===== config.mk =====
export PLATFORM = sky130hd
export DESIGN_NAME = ifu_prefetch
export DESIGN_NICKNAME = d
export VERILOG_FILES = /design/src/rtl/ifu_prefetch_pkg.sv /design/src/rtl/ifu_fifo.sv /design/src/rtl/ifu_prefetch.sv
export SDC_FILE = /design/constraint.sdc
export NUM_CORES = 1
export LEC_CHECK = 0
export ABC_CLOCK_PERIOD_IN_PS = 9830
export BUFFER_PORTS_ARGS = -buffer_cell sky130_fd_sc_hd__buf_4
export CAP_MARGIN = 20
export CORE_MARGIN = 8
export CORE_UTILIZATION = 52
export CTS_CLUSTER_SIZE = 16
export DETAILED_ROUTE_END_ITERATION = 12
export PLACE_DENSITY = 0.86
export SYNTH_ARGS = -nofsm -noshare
export SYNTH_HDL_FRONTEND = slang
export SYNTH_HIERARCHICAL = 1
export SYNTH_SLANG_ARGS = --single-unit

===== constraint.sdc =====
create_clock -name clk -period 9.83 [get_ports clk]
set_input_delay 1.966 -clock clk [delete_from_list [all_inputs] [get_ports clk]]
set_output_delay 1.966 -clock clk [all_outputs]
set_load 0.01 [all_outputs]

===== src/rtl/ifu_prefetch_pkg.sv =====
`default_nettype none
// ============================================================================
//  Module   : ifu_prefetch_pkg
//  Brief    : Shared widths, reset vector and helpers for the prefetch IFU.
//  Revision : 1.0 - initial release
// ============================================================================
package ifu_prefetch_pkg;

    localparam int          c_INST_WIDTH = 32;
    localparam int          c_IMM_WIDTH  = 64;
    localparam logic [63:0] c_RESET_PC   = 64'h8000_0000;
    localparam int          c_INST_BYTES = 4;

    // Width of a counter that must hold every value from 0 to depth inclusive.
    function automatic int cnt_width(input int depth);
        return $clog2(depth) + 1;
    endfunction

endpackage
`default_nettype wire


===== src/rtl/ifu_fifo.sv =====
`default_nettype none
// ============================================================================
//  Module   : ifu_fifo
//  Brief    : Synchronous FIFO with flush and occupancy output. Head data is
//             presented combinationally from storage (show-ahead).
//  Revision : 1.0 - initial release
// ============================================================================
module ifu_fifo
    import ifu_prefetch_pkg::*;
#(
    parameter int WIDTH = 32,
    parameter int DEPTH = 4
) (
    input  logic                        clk,
    input  logic                        rst,
    input  logic                        flush,
    input  logic                        push,
    input  logic [WIDTH-1:0]            push_data,
    input  logic                        pop,
    output logic [WIDTH-1:0]            head_data,
    output logic                        empty,
    output logic                        full,
    output logic [cnt_width(DEPTH)-1:0] count
);

    localparam int c_AW = $clog2(DEPTH);
    localparam int c_CW = cnt_width(DEPTH);

    logic [WIDTH-1:0] r_mem [DEPTH];
    logic [c_AW-1:0]  r_rd_ptr;
    logic [c_AW-1:0]  r_wr_ptr;
    logic [c_CW-1:0]  r_count;
    logic             w_push;
    logic             w_pop;

    assign empty     = (r_count == '0);
    assign full      = (r_count == c_CW'(DEPTH));
    assign count     = r_count;
    assign head_data = r_mem[r_rd_ptr];
    assign w_push    = push && !full;
    assign w_pop     = pop && !empty;

    // Pointer and occupancy tracking; flush empties the FIFO in one cycle.
    always_ff @(posedge clk) begin
        if (rst || flush) begin
            r_rd_ptr <= '0;
            r_wr_ptr <= '0;
            r_count  <= '0;
        end else begin
            if (w_push) r_wr_ptr <= r_wr_ptr + c_AW'(1);
            if (w_pop)  r_rd_ptr <= r_rd_ptr + c_AW'(1);
            r_count <= r_count + c_CW'(w_push) - c_CW'(w_pop);
        end
    end

    // Storage array; contents beyond the occupancy are don't-care.
    always_ff @(posedge clk) begin
        if (w_push && !flush) r_mem[r_wr_ptr] <= push_data;
    end

endmodule
`default_nettype wire


===== src/rtl/ifu_prefetch.sv =====
`default_nettype none
// ============================================================================
//  Module   : ifu_prefetch
//  Brief    : Decoupled instruction-fetch front end. Issues sequential fetch
//             requests under a credit limit, buffers returned instructions
//             with their PCs and discards responses owed to a flushed stream.
//             Optional macro IFU_PREFETCH_BYPASS_EN lets a response reach
//             decode in its arrival cycle when the queue is empty.
//  Revision : 1.0 - initial release
// ============================================================================
module ifu_prefetch
    import ifu_prefetch_pkg::*;
#(
    parameter int              XLEN     = c_IMM_WIDTH,
    parameter int              ILEN     = c_INST_WIDTH,
    parameter int              DEPTH    = 4,
    parameter logic [XLEN-1:0] RESET_PC = XLEN'(c_RESET_PC)
) (
    input  logic            clk,
    input  logic            rst,
    output logic            imem_req_valid,
    input  logic            imem_req_ready,
    output logic [XLEN-1:0] imem_req_addr,
    input  logic            imem_resp_valid,
    input  logic [ILEN-1:0] imem_resp_inst,
    input  logic            redirect_valid,
    input  logic [XLEN-1:0] redirect_pc,
    output logic            inst_valid,
    input  logic            inst_ready,
    output logic [ILEN-1:0] inst,
    output logic [XLEN-1:0] inst_pc,
    output logic [XLEN-1:0] pc
);

    localparam int c_CW = cnt_width(DEPTH);
    localparam int c_QW = ILEN + XLEN;

    logic [XLEN-1:0] r_pc;
    logic [c_CW-1:0] r_inflight;
    logic [c_CW-1:0] r_drop_cnt;
    logic [c_CW-1:0] w_inflight_next;
    logic            w_credit;
    logic            w_req_fire;
    logic            w_resp_ok;
    logic            w_resp_drop;
    logic            w_resp_keep;

    logic [c_QW-1:0] w_q_head;
    logic            w_q_empty;
    logic            w_q_full;
    logic            w_q_push;
    logic            w_q_pop;
    logic [c_CW-1:0] w_q_count;

    logic [XLEN-1:0] w_pcf_head;
    logic            w_pcf_empty;
    logic            w_pcf_full;
    logic            w_pcf_pop;
    logic [c_CW-1:0] w_pcf_count;

    // Credit covers every response memory still owes (dropped or not) plus
    // everything buffered, so the queue can never overflow.
    assign w_credit = ({1'b0, r_inflight} + {1'b0, w_q_count}) < (c_CW+1)'(DEPTH);

    assign imem_req_valid = !rst && w_credit;
    assign imem_req_addr  = r_pc;
    assign pc             = r_pc;
    assign w_req_fire     = imem_req_valid && imem_req_ready;

    // A response with nothing outstanding is a protocol error and is ignored.
    assign w_resp_ok       = imem_resp_valid && (r_inflight != '0);
    assign w_resp_drop     = (r_drop_cnt != '0);
    assign w_resp_keep     = w_resp_ok && !w_resp_drop && !redirect_valid;
    assign w_pcf_pop       = w_resp_ok && !w_resp_drop;
    assign w_inflight_next = r_inflight + c_CW'(w_req_fire) - c_CW'(w_resp_ok);
    assign w_q_pop         = !w_q_empty && inst_ready;

    // PCs of live outstanding requests, in request order.
    ifu_fifo #(
        .WIDTH (XLEN),
        .DEPTH (DEPTH)
    ) u_pc_fifo (
        .clk       (clk),
        .rst       (rst),
        .flush     (redirect_valid),
        .push      (w_req_fire),
        .push_data (r_pc),
        .pop       (w_pcf_pop),
        .head_data (w_pcf_head),
        .empty     (w_pcf_empty),
        .full      (w_pcf_full),
        .count     (w_pcf_count)
    );

    // Returned instructions paired with their fetch PCs, waiting for decode.
    ifu_fifo #(
        .WIDTH (c_QW),
        .DEPTH (DEPTH)
    ) u_inst_queue (
        .clk       (clk),
        .rst       (rst),
        .flush     (redirect_valid),
        .push      (w_q_push),
        .push_data ({imem_resp_inst, w_pcf_head}),
        .pop       (w_q_pop),
        .head_data (w_q_head),
        .empty     (w_q_empty),
        .full      (w_q_full),
        .count     (w_q_count)
    );

    // Decode-side outputs and queue write enable (optionally bypassing).
    always_comb begin
        inst_valid = !rst && !w_q_empty;
        inst       = w_q_head[c_QW-1 -: ILEN];
        inst_pc    = w_q_head[XLEN-1:0];
        w_q_push   = w_resp_keep;
`ifdef IFU_PREFETCH_BYPASS_EN
        if (w_q_empty && w_resp_keep) begin
            inst_valid = !rst;
            inst       = imem_resp_inst;
            inst_pc    = w_pcf_head;
            w_q_push   = !inst_ready;
        end
`endif
    end

    // Fetch PC: redirect wins over sequential advance; wraps modulo 2^XLEN.
    always_ff @(posedge clk) begin
        if (rst) begin
            r_pc <= RESET_PC;
        end else if (redirect_valid) begin
            r_pc <= redirect_pc;
        end else if (w_req_fire) begin
            r_pc <= r_pc + XLEN'(c_INST_BYTES);
        end
    end

    // Outstanding-request and drop counters; on redirect every response
    // still owed after this cycle belongs to the flushed stream.
    always_ff @(posedge clk) begin
        if (rst) begin
            r_inflight <= '0;
            r_drop_cnt <= '0;
        end else begin
            r_inflight <= w_inflight_next;
            if (redirect_valid) begin
                r_drop_cnt <= w_inflight_next;
            end else if (w_resp_ok && w_resp_drop) begin
                r_drop_cnt <= r_drop_cnt - c_CW'(1);
            end
        end
    end

    // Simulation-only protocol and consistency checks.
    always_ff @(posedge clk) begin
        if (!rst) begin
            assert (!(imem_resp_valid && (r_inflight == '0)));
            assert (!(w_q_push && w_q_full));
            assert (!(w_pcf_pop && w_pcf_empty && !redirect_valid));
            assert (!(w_req_fire && w_pcf_full && !redirect_valid));
            assert (w_pcf_count == (r_inflight - r_drop_cnt));
        end
    end

endmodule
`default_nettype wire


Word-level counts from Yosys, hierarchy flattened
Memory sizes are Yosys's and may differ from the RTL's. A register that Yosys moved wholly into a read port is not among the register bits.
Cells that the tools add are included.
{"block": "word_totals", "wordCells": 67, "in_bits": 102, "mem_bits_rw": 640, "ff_bits": 84, "output_inout_bits": 226, "n_memories": 2}
{"block": "op_classes", "reduce_logical": 28, "addsub": 13, "n_lt_le_gt_ge": 1, "mux": 12, "eq_ne": 2}
{"memory": "u_inst_queue.r_mem", "words": 4, "width": 96, "rd": 1, "rd_ports_with_merged_regs": 1, "write_ports": 1, "line": "ifu_fifo.sv:29", "text": "logic [WIDTH-1:0] r_mem [DEPTH];"}
{"memory": "u_pc_fifo.r_mem", "words": 4, "width": 64, "rd": 1, "rd_ports_with_merged_regs": 1, "write_ports": 1, "line": "ifu_fifo.sv:29"}
{"op": "2-to-1 mux 64 bit", "count": 2}
{"op": "adder 64 x 3 -> 64 bit (second input constant)", "count": 1}
{"op": "logical AND 1 bit", "count": 14}
{"op": "adder 3 x 1 -> 3 bit", "count": 3}
{"op": "subtractor 3 x 1 -> 3 bit", "count": 3}
{"op": "adder 2 x 1 -> 2 bit (second input constant)", "count": 4}
{"op": "2-to-1 mux 2 bit", "count": 4}
{"op": "logical NOT 1 bit", "count": 7}
{"op": "== test 3 bit (second input constant)", "count": 2}
{"op": "logical NOT 3 bit", "count": 2}
{"op": "2-to-1 mux 3 bit", "count": 2}
{"op": "nonzero test 3 bit", "count": 2}
{"op": "adder 3 x 3 -> 4 bit", "count": 1}
{"op": "less-than comparator 4 x 3 -> 1 bit (second input constant)", "count": 1}
{"op": "2-to-1 mux 1 bit", "count": 4}
{"op": "nonzero test 2 bit", "count": 2}
{"op": "subtractor 3 x 1 -> 3 bit (second input constant)", "count": 1}
{"op": "logical OR 1 bit", "count": 1}

Logic depth before layout (Yosys ltp)
{"block": "depth", "depth_word": 8, "ltp_mapped": 14, "ltp_nobuf": 12}

Hierarchy
The synthesis kept the hierarchy.
{"module": "ifu_fifo (u_inst_queue)", "area_each_um2": 14342.5, "n_inst": 1, "cells_per_inst": 552, "seq_area_each_um2": 11711.2}
{"module": "ifu_fifo (u_pc_fifo)", "area_each_um2": 9796.9, "n_inst": 1, "cells_per_inst": 384, "seq_area_each_um2": 7867.5}
{"module": "ifu_prefetch", "area_each_um2": 4862.2, "n_inst": 1, "cells_per_inst": 601, "seq_area_each_um2": 1401.3}

Worst setup path after synthesis
OpenSTA, ideal clock, no wires.
{"block": "synth_path", "path_type": "input to register", "start": "input redirect_valid", "end": "memory u_inst_queue/r_mem[2][0] (netlist name), enable pin", "t_required_ps": 9142, "setup_time_ps": 688, "path_slack_ps": -799, "path_buffers": 4, "path_stages": 7, "arrival_ps": 9941, "cell_sequence": "clkbuf_1 -> clkbuf_1 -> clkbuf_1 -> nor3_1 -> nand2b_1 -> buf_2 -> nor3b_1"}
{"block": "synth_via", "elab_chain_cells": 6}
{"element": "from (decl)", "line": "ifu_prefetch.sv:26", "text": "input logic redirect_valid,"}
{"element": "logical NOT 1 bit", "line": "ifu_prefetch.sv:73", "text": "assign w_resp_keep = w_resp_ok && !w_resp_drop && !redirect_valid;"}
{"element": "logical AND 1 bit", "line": "ifu_prefetch.sv:73"}
{"element": "named net w_q_push", "line": "ifu_prefetch.sv:51", "text": "logic w_q_push;"}
{"element": "logical AND 1 bit", "line": "ifu_fifo.sv:40", "text": "assign w_push = push && !full;"}
{"element": "logical AND 1 bit", "line": "ifu_fifo.sv:58", "text": "if (w_push && !flush) r_mem[r_wr_ptr] <= push_data;"}
{"element": "2-to-1 mux 1 bit", "line": "ifu_fifo.sv:58"}
{"element": "2-to-1 mux 1 bit (not written as such)", "line": "ifu_fifo.sv:58"}
{"element": "to (decl)", "line": "ifu_fifo.sv:29"}
The timed path passes the listed nets, and every way through them passes these cells.

Final worst setup path
{"block": "layout_path", "start": "input rst", "end": "output imem_req_valid"}
{"block": "layout_via", "elab_chain_cells": 2}
{"element": "from (decl)", "line": "ifu_prefetch.sv:20", "text": "input logic rst,"}
{"element": "logical NOT 1 bit"}
{"element": "logical AND 1 bit", "line": "ifu_prefetch.sv:65", "text": "assign imem_req_valid = !rst && w_credit;"}
{"element": "to (decl)", "line": "ifu_prefetch.sv:21", "text": "output logic imem_req_valid,"}
No other way between the ends.

==> impl_metrics.env <==
export IMPL_netlist_instances=1537
export IMPL_setup_slack_ns=4.56
export IMPL_routedWlPerCell_um=26.6
export IMPL_post_route_min_period_ns=5.27
export IMPL_diodes=0
export IMPL_p_sw_frac=0.217
export IMPL_post_cts_resized=0
export IMPL_max_vdd_ir_drop_v=0.000136
export IMPL_post_route_cell_area_mm2=0.0341
export IMPL_synthTopCellsByArea="edfxtp_1 66%, mux4_2 12%, dfxtp_1 6.1%"
export IMPL_clockBufferDepth=3
export IMPL_ys_flop_type="edfxtp_1"
export IMPL_cellPowerDensity_mw_per_mm2=198
export IMPL_worst_pin_slew_ns=1.07
export IMPL_fillers=3829
export IMPL_synthesis_area_mm2=0.0290
export IMPL_p_sw_mw=1.47
export IMPL_final_antenna_net_count=0
export IMPL_area_growth_pct=17.4
export IMPL_cp_common_cell="buf_4"
export IMPL_critPathLaunchType="input pin"
export IMPL_clock_power_share=0.410
export IMPL_drive_above_1_share=0.341
export IMPL_placed_area_mm2=0.0316
export IMPL_yosys_register_bits=728
export IMPL_top_usage_layer="met2"
export IMPL_synth_edff_count=640
export IMPL_min_delay_start="u_pc_fifo/r_rd_ptr[0]"
export IMPL_gr_usage_met2=0.358
export IMPL_drt_pass1_iter_count=5
export IMPL_root_buffer="clkbuf_16"
export IMPL_grt_pass1_wl_um=103000
export IMPL_layout_nets=1951
export IMPL_via_per_inst=6.02
export IMPL_crit_path_end_kind="primary output"
export IMPL_crit_type="input pin to primary output"
export IMPL_setup_viol=0
export IMPL_synth_top_family_by_area="multiplexers"
export IMPL_multi_input_area_mm2=0.00697
export IMPL_dpl_hpwl_um=44900
export IMPL_rsz0062_at_grt="false"
export IMPL_die_y_um=252
export IMPL_first_global_vias=16199
export IMPL_clk_pin_slew_ns=0.06
export IMPL_num_rows=86
export IMPL_place_gp_congestion=0.829
export IMPL_crit_chain="buf_4 > or4_4 > nor2_1 > buf_4"
export IMPL_grtUsageTotal=0.215
export IMPL_layout_common_cells="640 x edfxtp_1, 345 x buf_4, 156 x mux4_2"
export IMPL_r2r_start="u_inst_queue/count[2]"
export IMPL_drt_iter0_drc=1670
export IMPL_insertion_delay_ns=0.62
export IMPL_met1_usage=0.282
export IMPL_grt_max_degree=102
export IMPL_syn_mean_instance_area_um2=18.9
export IMPL_cts_made_buffers=72
export IMPL_async_reset_ff_frac=0
export IMPL_tritoncts="built"
export IMPL_start_util=0.526
export IMPL_global_route_usage_met3=0.0402
export IMPL_dieWidth_um=252
export IMPL_dieArea_mm2=0.0636
export IMPL_drt_total_wl_um=70100
export IMPL_vias=15866
export IMPL_p_seq_frac=0.524
export IMPL_synth_compound_area_frac=0.0223
export IMPL_detailedPlace_worstSlack_ns=3.82
export IMPL_synthMuxAreaShare=0.131
export IMPL_cts_hold_buffers=0
export IMPL_yosys_area_share_simple=0.0640
export IMPL_ys_seq_area_frac=0.723
export IMPL_rrSetupSlack_ns=5.92
export IMPL_status="complete, no violations"
export IMPL_worstPathMaxFanout=77
export IMPL_slew_headroom=0.289
export IMPL_synth_fp_nets=1661
export IMPL_cts_setup_buffers=0
export IMPL_final_max_slew_violation_count=0
export IMPL_power_leakage_nw=11.4
export IMPL_drv_cap=0
export IMPL_layout_commonest_cell="edfxtp_1"
export IMPL_yosys_warnings=6
export IMPL_max_stage_delay_ns=0.67
export IMPL_hp_class="flop to flop"
export IMPL_cts_htree_levels=3
export IMPL_drc=0
export IMPL_io_pins=328
export IMPL_power_internal_mw=5.29
export IMPL_synthAdderAreaFrac=0.0103
export IMPL_final_hold_viol_count=0
export IMPL_finalClockSkew_ns=0.0312
export IMPL_synth_top_area_share=0.663
export IMPL_startpoint="rst"
export IMPL_fmax_ghz=0.190
export IMPL_fin_setup_tns_ns=0
export IMPL_period_share=0.536
export IMPL_crit_path_top_delay_cell="or4_4"
export IMPL_synth_xor_area_share=0.0118
export IMPL_antenna_found_initial=0
export IMPL_clock_sinks=728
export IMPL_p_comb_frac=0.065
export IMPL_whs_ns=0.494
export IMPL_critical_path_arrival_ns=3.30
export IMPL_coreArea_mm2=0.0551
export IMPL_synth_cell_types=61
export IMPL_io_buffers=327
export IMPL_synth_area_leader_cell="edfxtp_1"
export IMPL_required_ns=7.86
export IMPL_seq_area_mm2=0.0210
export IMPL_gr_total_overflow=0
sequential cells by signal (all words and copies together) (netlist names), named ones only:
signal / count
u_pc_fifo/r_wr_ptr: 2
u_pc_fifo/count: 3
r_drop_cnt: 3
u_inst_queue/r_wr_ptr: 2
u_pc_fifo/r_mem: 256
u_inst_queue/count: 3
u_inst_queue/r_mem: 384
imem_req_addr: 64
u_inst_queue/r_rd_ptr: 2
r_inflight: 3
u_pc_fifo/r_rd_ptr: 2
final cells by class:
type                       instances  share of cell area
clock inverter                    40              0.0120
clock buffer                      93              0.0583
sequential                       728               0.617
multi-input combinational        649               0.205
inverter                          27             0.00301
timing repair buffer             349              0.0779
tap                              748              0.0275
metal layers:
layer / vias up / wire [um]
met5: - / 0
met4: 0 / 2040
met3: 123 / 5540
met2: 853 / 35200
met1: 8134 / 27300
li1: 6756 / -
worst max-delay path: cells and delay by family:
family,cells,cell delay [ns]
buffers and inverters,2,0.50
AND/OR/NAND/NOR,2,0.82
final timing paths:
kind | depth (start not counted) | to
min | 2 | u_pc_fifo/r_rd_ptr[0]
max | 4 | imem_req_valid
max reg2reg | 7 | u_pc_fifo/r_mem[3][18]
min reg2reg | 2 | u_pc_fifo/r_rd_ptr[0]
power by group through the flow:
| stage | sequential [mW] | clock (mW) | combinational (mW) |
|---|---|---|---|
| floorplan | 3.58 | 0 | 0.244 |
| global placement | 3.60 | 0 | 0.427 |
| detailed placement | 3.61 | 0 | 0.439 |
| CTS | 3.54 | 2.81 | 0.444 |
| global route | 3.55 | 2.91 | 0.471 |
| finish | 3.54 | 2.77 | 0.442 |
cell usage after synthesis (19+ instances only):
library cell,n
xnor2_1,24
nor3_1,28
nand2_1,53
mux4_2,156
or3_1,21
inv_1,26
nand3_1,31
clkbuf_1,26
buf_2,22
edfxtp_1,640
buf_4,66
nand4_1,35
ha_1,19
nor2_1,56
a211oi_1,23
dfxtp_1,88
logic make-up (layout without fill, tap and decap cells):
logic type | Yosys count | after routing
AOI/OAI and AO/OA | 90 | 90
xor gates and xnor gates | 39 | 39
muxes | 177 | 177
DFF | 728 | 728
and+or+nand+nor | 321 | 321
adders and majority gates | 22 | 22
buffers and inverters | 160 | 509
stage by stage:
stage          instances  power, mW  utilization
2_1_floorplan       1537       3.83            -
3_3_place_gp        2497       4.02        0.574
3_5_place_dp        2497       4.05        0.574
4_1_cts             2630       6.79        0.617
5_1_grt             2634       6.93        0.618
6_report            2634       6.76        0.618
Note: power is estimated with default switching activity, not from simulation.
